**config.mk**
```make
export PLATFORM = sky130hd
export DESIGN_NAME = timer_bank_flat
export DESIGN_NICKNAME = d
export VERILOG_FILES = /design/src/rtl/timer_pkg.sv /design/src/rtl/timer_bank_if.sv /design/src/rtl/timer_channel.sv /design/src/rtl/timer_bank.sv /design/src/flat_wrapper.sv
export SDC_FILE = /design/constraint.sdc
export NUM_CORES = 1
export LEC_CHECK = 0
export CORE_MARGIN = 5
export CORE_UTILIZATION = 47
export DETAILED_ROUTE_END_ITERATION = 10
export PLACE_DENSITY = 0.85
export SYNTH_ARGS = -nofsm -noshare
export SYNTH_HDL_FRONTEND = slang
export SYNTH_SLANG_ARGS = --single-unit
```
**constraint.sdc**
```tcl
create_clock -name clk -period 2.2 [get_ports clk]
set_clock_uncertainty 0.05 [all_clocks]
set_input_delay 0.44 -clock clk [delete_from_list [all_inputs] [get_ports clk]]
set_output_delay 0.44 -clock clk [all_outputs]
set_load 0.01 [all_outputs]
```
**src/rtl/timer_pkg.sv**
```systemverilog
// Shared encodings for the timer bank: channel operating modes and channel FSM states.
package timer_pkg;

  localparam logic [1:0] MODE_ONESHOT   = 2'b00;
  localparam logic [1:0] MODE_PERIODIC  = 2'b01;
  localparam logic [1:0] MODE_STOPWATCH = 2'b10;

  typedef enum logic [1:0] {
    CH_IDLE = 2'b00,
    CH_RUN  = 2'b01,
    CH_HOLD = 2'b10
  } ch_state_e;

  // The reserved encoding 11 behaves exactly like one-shot.
  function automatic logic [1:0] norm_mode(input logic [1:0] mode);
    return (mode == 2'b11) ? MODE_ONESHOT : mode;
  endfunction

endpackage

```
**src/rtl/timer_bank_if.sv**
```systemverilog
// Control/status bundle between the UART control logic (master) and the timer bank (slave).
interface timer_bank_if #(
  parameter int N_CH  = 4,
  parameter int CNT_W = 32
);
  logic [N_CH-1:0]       ch_start;
  logic [N_CH-1:0]       ch_stop;
  logic [2*N_CH-1:0]     ch_mode;
  logic [N_CH*CNT_W-1:0] ch_limit;
  logic [N_CH-1:0]       irq_en;
  logic [N_CH-1:0]       irq_clr;
  logic [N_CH*CNT_W-1:0] ch_count;
  logic [N_CH-1:0]       ch_busy;
  logic [N_CH-1:0]       ch_done;
  logic [N_CH-1:0]       ch_timeout;
  logic [N_CH-1:0]       irq_pend;
  logic                  irq;
  logic                  tick;
  logic [CNT_W-1:0]      timestamp;

  modport master (
    output ch_start, ch_stop, ch_mode, ch_limit, irq_en, irq_clr,
    input  ch_count, ch_busy, ch_done, ch_timeout, irq_pend, irq, tick, timestamp
  );

  modport slave (
    input  ch_start, ch_stop, ch_mode, ch_limit, irq_en, irq_clr,
    output ch_count, ch_busy, ch_done, ch_timeout, irq_pend, irq, tick, timestamp
  );
endinterface

```
**src/rtl/timer_channel.sv**
```systemverilog
// One timer channel: IDLE/RUN/HOLD FSM with one-shot, periodic and stopwatch behaviour,
// plus its sticky interrupt-pending bit.
module timer_channel
  import timer_pkg::*;
#(
  parameter int CNT_W = 32
) (
  input  logic             clk,
  input  logic             rst,
  input  logic             start,
  input  logic             stop,
  input  logic [1:0]       mode,
  input  logic [CNT_W-1:0] limit,
  input  logic             irq_clr,
  output logic [CNT_W-1:0] count,
  output logic             busy,
  output logic             done,
  output logic             timeout,
  output logic             pend
);

  ch_state_e        state_q, state_d;
  logic [1:0]       mode_q, mode_d;
  logic [CNT_W-1:0] limit_q, limit_d;
  logic [CNT_W-1:0] count_q, count_d;
  logic             busy_q, busy_d;
  logic             done_q, done_d;
  logic             timeout_q, timeout_d;
  logic             timeout_dly_q, timeout_dly_d;
  logic             pend_q, pend_d;

  always_ff @(posedge clk) begin
    if (rst) begin
      state_q       <= CH_IDLE;
      mode_q        <= MODE_ONESHOT;
      limit_q       <= '0;
      count_q       <= '0;
      busy_q        <= 1'b0;
      done_q        <= 1'b0;
      timeout_q     <= 1'b0;
      timeout_dly_q <= 1'b0;
      pend_q        <= 1'b0;
    end else begin
      state_q       <= state_d;
      mode_q        <= mode_d;
      limit_q       <= limit_d;
      count_q       <= count_d;
      busy_q        <= busy_d;
      done_q        <= done_d;
      timeout_q     <= timeout_d;
      timeout_dly_q <= timeout_dly_d;
      pend_q        <= pend_d;
    end
  end

  always_comb begin
    state_d       = state_q;
    mode_d        = mode_q;
    limit_d       = limit_q;
    count_d       = count_q;
    done_d        = 1'b0;
    timeout_d     = timeout_q;
    timeout_dly_d = timeout_q;

    // Start beats stop; a stop in RUN beats the terminal condition on the same edge.
    if (start) begin
      mode_d    = norm_mode(mode);
      limit_d   = limit;
      count_d   = '0;
      timeout_d = 1'b0;
      state_d   = CH_RUN;
    end else begin
      unique case (state_q)
        CH_RUN: begin
          if (stop) begin
            state_d = CH_HOLD;
          end else if (count_q == limit_q) begin
            unique case (mode_q)
              MODE_PERIODIC: begin
                done_d  = 1'b1;
                count_d = '0;
              end
              MODE_STOPWATCH: timeout_d = 1'b1;
              default: begin
                done_d  = 1'b1;
                state_d = CH_IDLE;
              end
            endcase
          end else begin
            count_d = count_q + CNT_W'(1);
          end
        end
        CH_HOLD: if (stop) state_d = CH_IDLE;
        default: ;
      endcase
    end

    busy_d = (state_d == CH_RUN);
    // Pending is raised one cycle after the done pulse or the timeout rising edge.
    pend_d = (pend_q & ~irq_clr) | done_q | (timeout_q & ~timeout_dly_q);
  end

  assign count   = count_q;
  assign busy    = busy_q;
  assign done    = done_q;
  assign timeout = timeout_q;
  assign pend    = pend_q;

endmodule

```
**src/rtl/timer_bank.sv**
```systemverilog
// Multi-channel cycle timer bank with a free-running seconds timestamp.
// Channels are independent timer_channel instances; prescaler and irq OR live here.
module timer_bank #(
  parameter int N_CH   = 4,
  parameter int CNT_W  = 32,
  parameter int TS_DIV = 100_000_000
) (
  input logic         clk,
  input logic         rst,
  timer_bank_if.slave bus
);

  localparam int PS_W = $clog2(TS_DIV);

  logic [N_CH*CNT_W-1:0] count_w;
  logic [N_CH-1:0]       busy_w;
  logic [N_CH-1:0]       done_w;
  logic [N_CH-1:0]       timeout_w;
  logic [N_CH-1:0]       pend_w;

  logic [PS_W-1:0]       presc_q, presc_d;
  logic                  tick_q, tick_d;
  logic [CNT_W-1:0]      ts_q, ts_d;

  for (genvar i = 0; i < N_CH; i++) begin : g_ch
    timer_channel #(.CNT_W(CNT_W)) u_ch (
      .clk     (clk),
      .rst     (rst),
      .start   (bus.ch_start[i]),
      .stop    (bus.ch_stop[i]),
      .mode    (bus.ch_mode[2*i +: 2]),
      .limit   (bus.ch_limit[i*CNT_W +: CNT_W]),
      .irq_clr (bus.irq_clr[i]),
      .count   (count_w[i*CNT_W +: CNT_W]),
      .busy    (busy_w[i]),
      .done    (done_w[i]),
      .timeout (timeout_w[i]),
      .pend    (pend_w[i])
    );
  end

  // Prescaler runs 0..TS_DIV-1; its wrap produces the tick and bumps the timestamp.
  always_comb begin
    presc_d = presc_q + PS_W'(1);
    tick_d  = 1'b0;
    ts_d    = ts_q;
    if (presc_q == PS_W'(TS_DIV - 1)) begin
      presc_d = '0;
      tick_d  = 1'b1;
      ts_d    = ts_q + CNT_W'(1);
    end
  end

  always_ff @(posedge clk) begin
    if (rst) begin
      presc_q <= '0;
      tick_q  <= 1'b0;
      ts_q    <= '0;
    end else begin
      presc_q <= presc_d;
      tick_q  <= tick_d;
      ts_q    <= ts_d;
    end
  end

  assign bus.ch_count   = count_w;
  assign bus.ch_busy    = busy_w;
  assign bus.ch_done    = done_w;
  assign bus.ch_timeout = timeout_w;
  assign bus.irq_pend   = pend_w;
  assign bus.irq        = |(pend_w & bus.irq_en);
  assign bus.tick       = tick_q;
  assign bus.timestamp  = ts_q;

endmodule

```
**src/flat_wrapper.sv**
```systemverilog
// flat-port wrapper written by rule: the top's interface ports become plain ports
module timer_bank_flat 
#(
  parameter int N_CH   = 4,
  parameter int CNT_W  = 32,
  parameter int TS_DIV = 100_000_000
)
  (clk, rst, bus_ch_start, bus_ch_stop, bus_ch_mode, bus_ch_limit, bus_irq_en, bus_irq_clr, bus_ch_count, bus_ch_busy, bus_ch_done, bus_ch_timeout, bus_irq_pend, bus_irq, bus_tick, bus_timestamp);
  timer_bank_if #(.N_CH(N_CH), .CNT_W(CNT_W)) bus_i ();
  input logic clk;
  input logic rst;
  input wire logic [$bits(bus_i.ch_start)-1:0] bus_ch_start;
  input wire logic [$bits(bus_i.ch_stop)-1:0] bus_ch_stop;
  input wire logic [$bits(bus_i.ch_mode)-1:0] bus_ch_mode;
  input wire logic [$bits(bus_i.ch_limit)-1:0] bus_ch_limit;
  input wire logic [$bits(bus_i.irq_en)-1:0] bus_irq_en;
  input wire logic [$bits(bus_i.irq_clr)-1:0] bus_irq_clr;
  output wire logic [$bits(bus_i.ch_count)-1:0] bus_ch_count;
  output wire logic [$bits(bus_i.ch_busy)-1:0] bus_ch_busy;
  output wire logic [$bits(bus_i.ch_done)-1:0] bus_ch_done;
  output wire logic [$bits(bus_i.ch_timeout)-1:0] bus_ch_timeout;
  output wire logic [$bits(bus_i.irq_pend)-1:0] bus_irq_pend;
  output wire logic [$bits(bus_i.irq)-1:0] bus_irq;
  output wire logic [$bits(bus_i.tick)-1:0] bus_tick;
  output wire logic [$bits(bus_i.timestamp)-1:0] bus_timestamp;
  assign bus_i.ch_start = bus_ch_start;
  assign bus_i.ch_stop = bus_ch_stop;
  assign bus_i.ch_mode = bus_ch_mode;
  assign bus_i.ch_limit = bus_ch_limit;
  assign bus_i.irq_en = bus_irq_en;
  assign bus_i.irq_clr = bus_irq_clr;
  assign bus_ch_count = bus_i.ch_count;
  assign bus_ch_busy = bus_i.ch_busy;
  assign bus_ch_done = bus_i.ch_done;
  assign bus_ch_timeout = bus_i.ch_timeout;
  assign bus_irq_pend = bus_i.irq_pend;
  assign bus_irq = bus_i.irq;
  assign bus_tick = bus_i.tick;
  assign bus_timestamp = bus_i.timestamp;
  timer_bank #(.N_CH(N_CH), .CNT_W(CNT_W), .TS_DIV(TS_DIV)) u_core (.clk(clk), .rst(rst), .bus(bus_i));
endmodule
```
# == Word-level counts from Yosys, hierarchy flattened ==
# Index checks and enable logic that the tools add are counted.
# op_classes
n_addsub,6
n_eq_ne,33
muxes,41
bitwise_logic,37
n_reduce_logical,22
# op_table
cell,count
32-bit 2-to-1 mux,8
32-bit by 1-bit adder with 32-bit output (second input constant),5
32-bit equality test,4
2-bit 2-to-1 mux,24
27-bit by 1-bit adder with 27-bit output (second input constant),1
27-bit equality test (second input constant),1
2-bit by 1-bit equality test with 1-bit output (second input constant),12
2-bit equality test (second input constant),12
1-bit NOT,20
5-bit OR reduction,4
2-bit OR reduction,9
2-bit one-hot mux with 2 select lines,4
4-bit AND reduction,4
3-bit AND reduction,4
1-bit AND,8
2-bit by 1-bit != test with 1-bit output (second input constant),4
1-bit bitwise OR,8
1-bit 2-to-1 mux,5
4-bit AND,1
4-bit OR reduction,1
# totals
reg_bits,352
out_inout_bits,178

# == Logic depth before layout (Yosys ltp) ==
# depth
word_depth,8
ltp_mapped,10
depth_no_buf,8

# == Cells and area by module ==
# Synthesis repeated with hierarchy kept, for this count alone.
# unflattened
cells_unflattened,1897
area_unflattened_um2,17001.3
# modules_own_cells
mod,n_inst,cells_each,area_per_inst_um2
timer_channel at u_core.g_ch[1].u_ch ...,3,390,3574.7
timer_channel at u_core.g_ch[0].u_ch,1,402,3559.7
timer_bank,1,325,2717.6

# == Least setup slack after synthesis ==
# Ideal clock, no wire load.
# synth_timing
kind,register to register
startpoint,register u_core.presc_q[0]
endpoint,register u_core.ts_q[20] (netlist: u_core.bus.timestamp[20])
setup_time_ns,0.128
arrival_ns,2.074
slack_ns,-0.051
path_stages_with_launch,9
path_buffers,1
cell_sequence,dfxtp_1 ha_1 nand2_1 or3_4 or4_1 buf_2 nor4_4 xnor2_1 nor2_1
# synth_between
elab_chain_len,1
# synth_lines
element,line,source
"start, declared",timer_bank.sv:21,"logic [PS_W-1:0] presc_q, presc_d;"
"start signal, assigned",timer_bank.sv:60,presc_q <= presc_d;
27-bit equality test,timer_bank.sv:47,if (presc_q == PS_W'(TS_DIV - 1)) begin
"end signal, assigned",timer_bank.sv:62,ts_q <= ts_d;
"end, declared",timer_bank.sv:23,"logic [CNT_W-1:0] ts_q, ts_d;"
# Every way passes these cells.
# A chain may end at the register's enable or synchronous reset.

# == Final worst setup path ==
# layout_timing
startpoint,register u_core.g_ch[1].u_ch.limit_q[0]
endpoint,register u_core.g_ch[1].u_ch.count_q[26]
# layout_between
elab_chain_len,3
# layout_lines
element,line,source
"start, declared",timer_channel.sv:24,"logic [CNT_W-1:0] limit_q, limit_d;"
"start signal, assigned",timer_channel.sv:46,limit_q <= limit_d;
32-bit equality test (*),timer_channel.sv:77,end else if (count_q == limit_q) begin
2-bit by 1-bit != test with 1-bit output (no source line),--,
3-bit AND reduction (no source line),--,
"end signal, assigned",timer_channel.sv:47,count_q <= count_d;
"end, declared",timer_channel.sv:25,"logic [CNT_W-1:0] count_q, count_d;"
# Every way passes the cells marked *; elsewhere a longest branch is shown, timed or not.

==> summary.md <==
| Metric | Value |
|---|---|
| Hold Path Stages | 2 |
| Met3 WL | 6.88 mm |
| Fin. Hold Viols | 0 |
| Multi-input combinational cell area | 10,400 um^2 |
| Register area share after synthesis | 0.416 |
| Clock period minus worst slack | about 2.6 ns |
| Fin crit share | 1.18 |
| Total track usage | 0.277 |
| Hold crit path type | in2reg |
| Worst setup SP type | flop |
| Async SR Flop Fraction | 0 |
| CP Max Fanout | 6 |
| CTS clock-pin slew for the worst setup and hold paths | 0.06 ns |
| WS Path Type | reg2reg |
| Synth Instances | 1,904 |
| # IOs | roughly 330 |
| Vias after detailed routing | around 19,000 |
| WL met2 | 33.9 mm |
| Placer Congestion | 0.937 |
| M1 WL | 24.7 mm |
| Port bufs | 331 |
| WL final | 70.1 mm |
| H-tree depth | 2 |
| Crit path DAT | 3.00 ns |
| Mux share of post-synthesis cell area | 0.0849 |
| Fin worst setup slack | -0.386 ns |
| Antenna violations before repair | 2 |
| GRT Residual Overflow | 0 |
| DR vias/cell | 6.20 |
| Netlist cell types | 65 |
| Root buf cell | clkbuf_16 |
| Final Power | 15.2 mW |
| Peak supply drop | 1090 uV |
| Synth top area cells | dfxtp_1 42%, mux2i_1 8.0%, xor2_1 7.9% |
| Post-DP Area | 22,500 um^2 |
| Worst-skew pair later-pin latency | 0.57 ns |
| Drt first pass iters | 5 |
| Iteration-0 DRC Markers | 1,829 |
| Initial core utilization | 0.477 |
| Cells on worst reg2reg path | 9 |
| Endpoints failing setup | 131 |
| Synth Cell Area | 17,000 um^2 |
| Post-DRT Antenna Nets | 0 |
| Post-synth EDFFs | 0 |
| Worst Path Required | between 2 and 3 ns |
| Post-Syn Nets | 2,080 |
| RSZ-0062 raised after global routing | true |
| Non-filler cells, final | 2,990 |
| Largest family of logic cells by synthesized area | simple AND/OR/NAND/NOR gates |
| Max_cap viols | 0 |
| # DRC | 0 |
| Syn Area/Cell | 8.91 um^2 |
| Die X | between 150 and 200 um |
| CTS Buffer Depth | 3 |
| Synth top area share | 0.416 |
| Pin count of the biggest net entering global routing | 70 |
| Clock sink count | approximately 350 |
| Top routing layer used | met4 |
| Core area | about 36,000 um^2 |
| Fraction of layout cells with a size suffix above 1 | 0.283 |
| Yosys top cell by area | dfxtp_1 |
| Vias in the first global route | about 17,000 |
| Number of placed instances, taps included | 2,857 |
| Row count | 69 |
| FILL cells | 2,174 |
| Max transition margin | 0.571 |
| Final Cell Area | 26,100 um^2 |
| Status | finished with violations |
| PwrDens | just under 600 nW/um^2 |
| Fmax | 387 MHz |
| LEAKAGE | approximately 10 nW |
| Max-slew violation count | 0 |
| Failing checks | setup timing |
| Top FF cell, synth | dfxtp_1 |
| Hold-fix buffers at CTS | 0 |
| Synth Area in Simple Gates | 0.233 |
| Avg WL per Cell | approximately 23 um |
| Post-DP HPWL | 42.1 mm |
| CP Capture Type | flop |
| Post-Synth XOR/XNOR Area | 0.0930 |
| CTS buffer count | 40 |
| Yosys warns | 0 |
| Least-Margin Pin Slew | approximately 0.64 ns |
| Synth Area in Compound Gates | 0.110 |
| Area grow syn2layout | 53.7% |
| Die height | 200 um |
| Adder-Cell Fraction of Synth Area | 0.0162 |
| #FFs+latches synth | 352 |
| CTS tree | done |
| Die ar. | 40,000 um^2 |
| Register area | about 7100 um^2 |
| Nets | about 2,700 |
| Global-route wire length before repair | 89.7 mm |
[worst paths after layout]
check | slack (ns) | start | to
hold / removal | 0.18 | rst | u_core.g_ch[3].u_ch.pend
setup / recovery | -0.39 | u_core.g_ch[1].u_ch.limit_q[0] | u_core.g_ch[1].u_ch.count[26]
setup reg to reg | -0.39 | u_core.g_ch[1].u_ch.limit_q[0] | u_core.g_ch[1].u_ch.count[26]
hold reg to reg | 0.43 | u_core.g_ch[1].u_ch.done | u_core.g_ch[1].u_ch.pend
[synthesized netlist by cell type, types with 4 or more instances]
master	instances
o31a_1	5
a21oi_1	131
mux2i_1	136
dfxtp_1	352
nor4_1	37
or3_1	49
xnor2_1	27
o21ai_0	50
or2_2	8
nor2b_1	13
or4_1	63
nor4_2	9
o22ai_1	4
a31oi_1	4
nor3_1	29
nand2_1	86
inv_1	68
or4b_2	4
ha_1	22
nand4_1	50
clkbuf_1	53
o41ai_1	8
buf_2	25
o31ai_1	60
o311ai_0	5
nand3_1	56
and2_1	6
nor2_1	250
nand3b_1	8
xor2_1	153
buf_1	9
and3_1	15
and4_1	20
nand2b_1	10
mux2_2	5
buf_4	20
a21o_1	5
[cells in the final DEF (no fill, tap or decap), types with 10 or more instances in the layout]
| master | instances |
|---|---|
| clkdlybuf4s50_1 | 320 |
| dfxtp_1 | 291 |
| buf_4 | 258 |
| nor2_1 | 237 |
| xor2_1 | 139 |
| mux2i_1 | 135 |
| nand2_1 | 83 |
| a21oi_1 | 72 |
| inv_1 | 65 |
| a21oi_2 | 58 |
| nand3_1 | 54 |
| buf_6 | 52 |
| dfxtp_2 | 51 |
| nand4_1 | 50 |
| clkbuf_16 | 47 |
| or4_1 | 45 |
| o31ai_1 | 38 |
| or3_1 | 36 |
| o21ai_0 | 33 |
| xnor2_1 | 25 |
| nor4_2 | 22 |
| nor3_1 | 21 |
| nor4_1 | 19 |
| and4_1 | 18 |
| or4_4 | 18 |
| ha_1 | 18 |
| and3_1 | 14 |
| or3_4 | 14 |
| o31ai_4 | 14 |
| clkbuf_8 | 13 |
| xor2_2 | 12 |
| buf_12 | 12 |
| o31ai_2 | 11 |
| nor2b_1 | 10 |
| o21ai_2 | 10 |
| dfxtp_4 | 10 |
[flip-flops by register name, indices dropped and copies added (netlist names), 8 cells and up]
| signal | flops |
|---|---|
| u_core.g_ch.u_ch.count | 128 |
| u_core.g_ch.u_ch.state_q | 8 |
| u_core.bus.timestamp | 32 |
| u_core.presc_q | 27 |
| u_core.g_ch.u_ch.mode_q | 8 |
| u_core.g_ch.u_ch.limit_q | 128 |
[what timing repair did]
action,in CTS,in global routing
endpoints found under the hold margin,0,0
gates cloned,4,14
gates resized for setup,88,331
setup endpoints to repair,102,167
pin swaps,19,127
setup buffers,17,32
[logic make-up (layout without fill, tap and decap cells)]
logic type	count (synthesis)	after routing
buffers and inverters	178	800
xor gates and xnor gates	180	180
other	0	2
DFF	352	352
adders and majority gates	22	22
and+or+nand+nor	731	731
AOI/OAI and AO/OA	298	299
muxes	143	143
[power breakdown]
part	internal [mW]	switching, mW	leakage [nW]	total, mW
clock	4.19	2.84	0.669	7.03
combinational	0.734	0.712	6.85	1.45
sequential	6.53	0.148	2.90	6.68
[metrics by stage]
| step | TNS, ns | setup slack (ns) | hold slack [ns] | utilization |
|---|---|---|---|---|
| 2_1_floorplan | -0.0311 | -0.0222 | 0.381 | - |
| 3_3_place_gp | -6.43 | -0.212 | 0.409 | 0.631 |
| 3_5_place_dp | -12.03 | -0.249 | 0.423 | 0.631 |
| 4_1_cts | -0.899 | -0.0730 | 0.165 | 0.683 |
| 5_1_grt | -27.75 | -0.416 | 0.192 | 0.733 |
| 6_report | -16.99 | -0.386 | 0.177 | 0.733 |
[layer usage]
| layer | GRT usage | up-vias |
|---|---|---|
| met3 | 0.0527 | 394 |
| met5 | 0 | - |
| met4 | 0.124 | 0 |
| li1 | - | 7976 |
| met2 | 0.472 | 1395 |
| met1 | 0.342 | 8775 |
[worst max-delay path, stage by stage, from the launching register on]
cell	delay, ns
dfxtp_1	0.44
xor2_1	0.18
nor4_1	0.45
nand4_1	0.26
buf_6	0.22
o311ai_4	0.26
buf_12	0.17
clkbuf_16	0.16
o31ai_4	0.06
a21oi_1	0.23
[cell type report]
class / instances / area share
Inverter: 68 / 0.00980
Clock inverter: 8 / 0.00471
Sequential cell: 352 / 0.274
Timing Repair Buffer: 664 / 0.242
Clock buffer: 60 / 0.0471
Multi-Input combinational cell: 1375 / 0.400
Tap cell: 461 / 0.0221
Antenna cell: 2 / 0.000192
No activity file was read; power rests on OpenSTA's default activity.
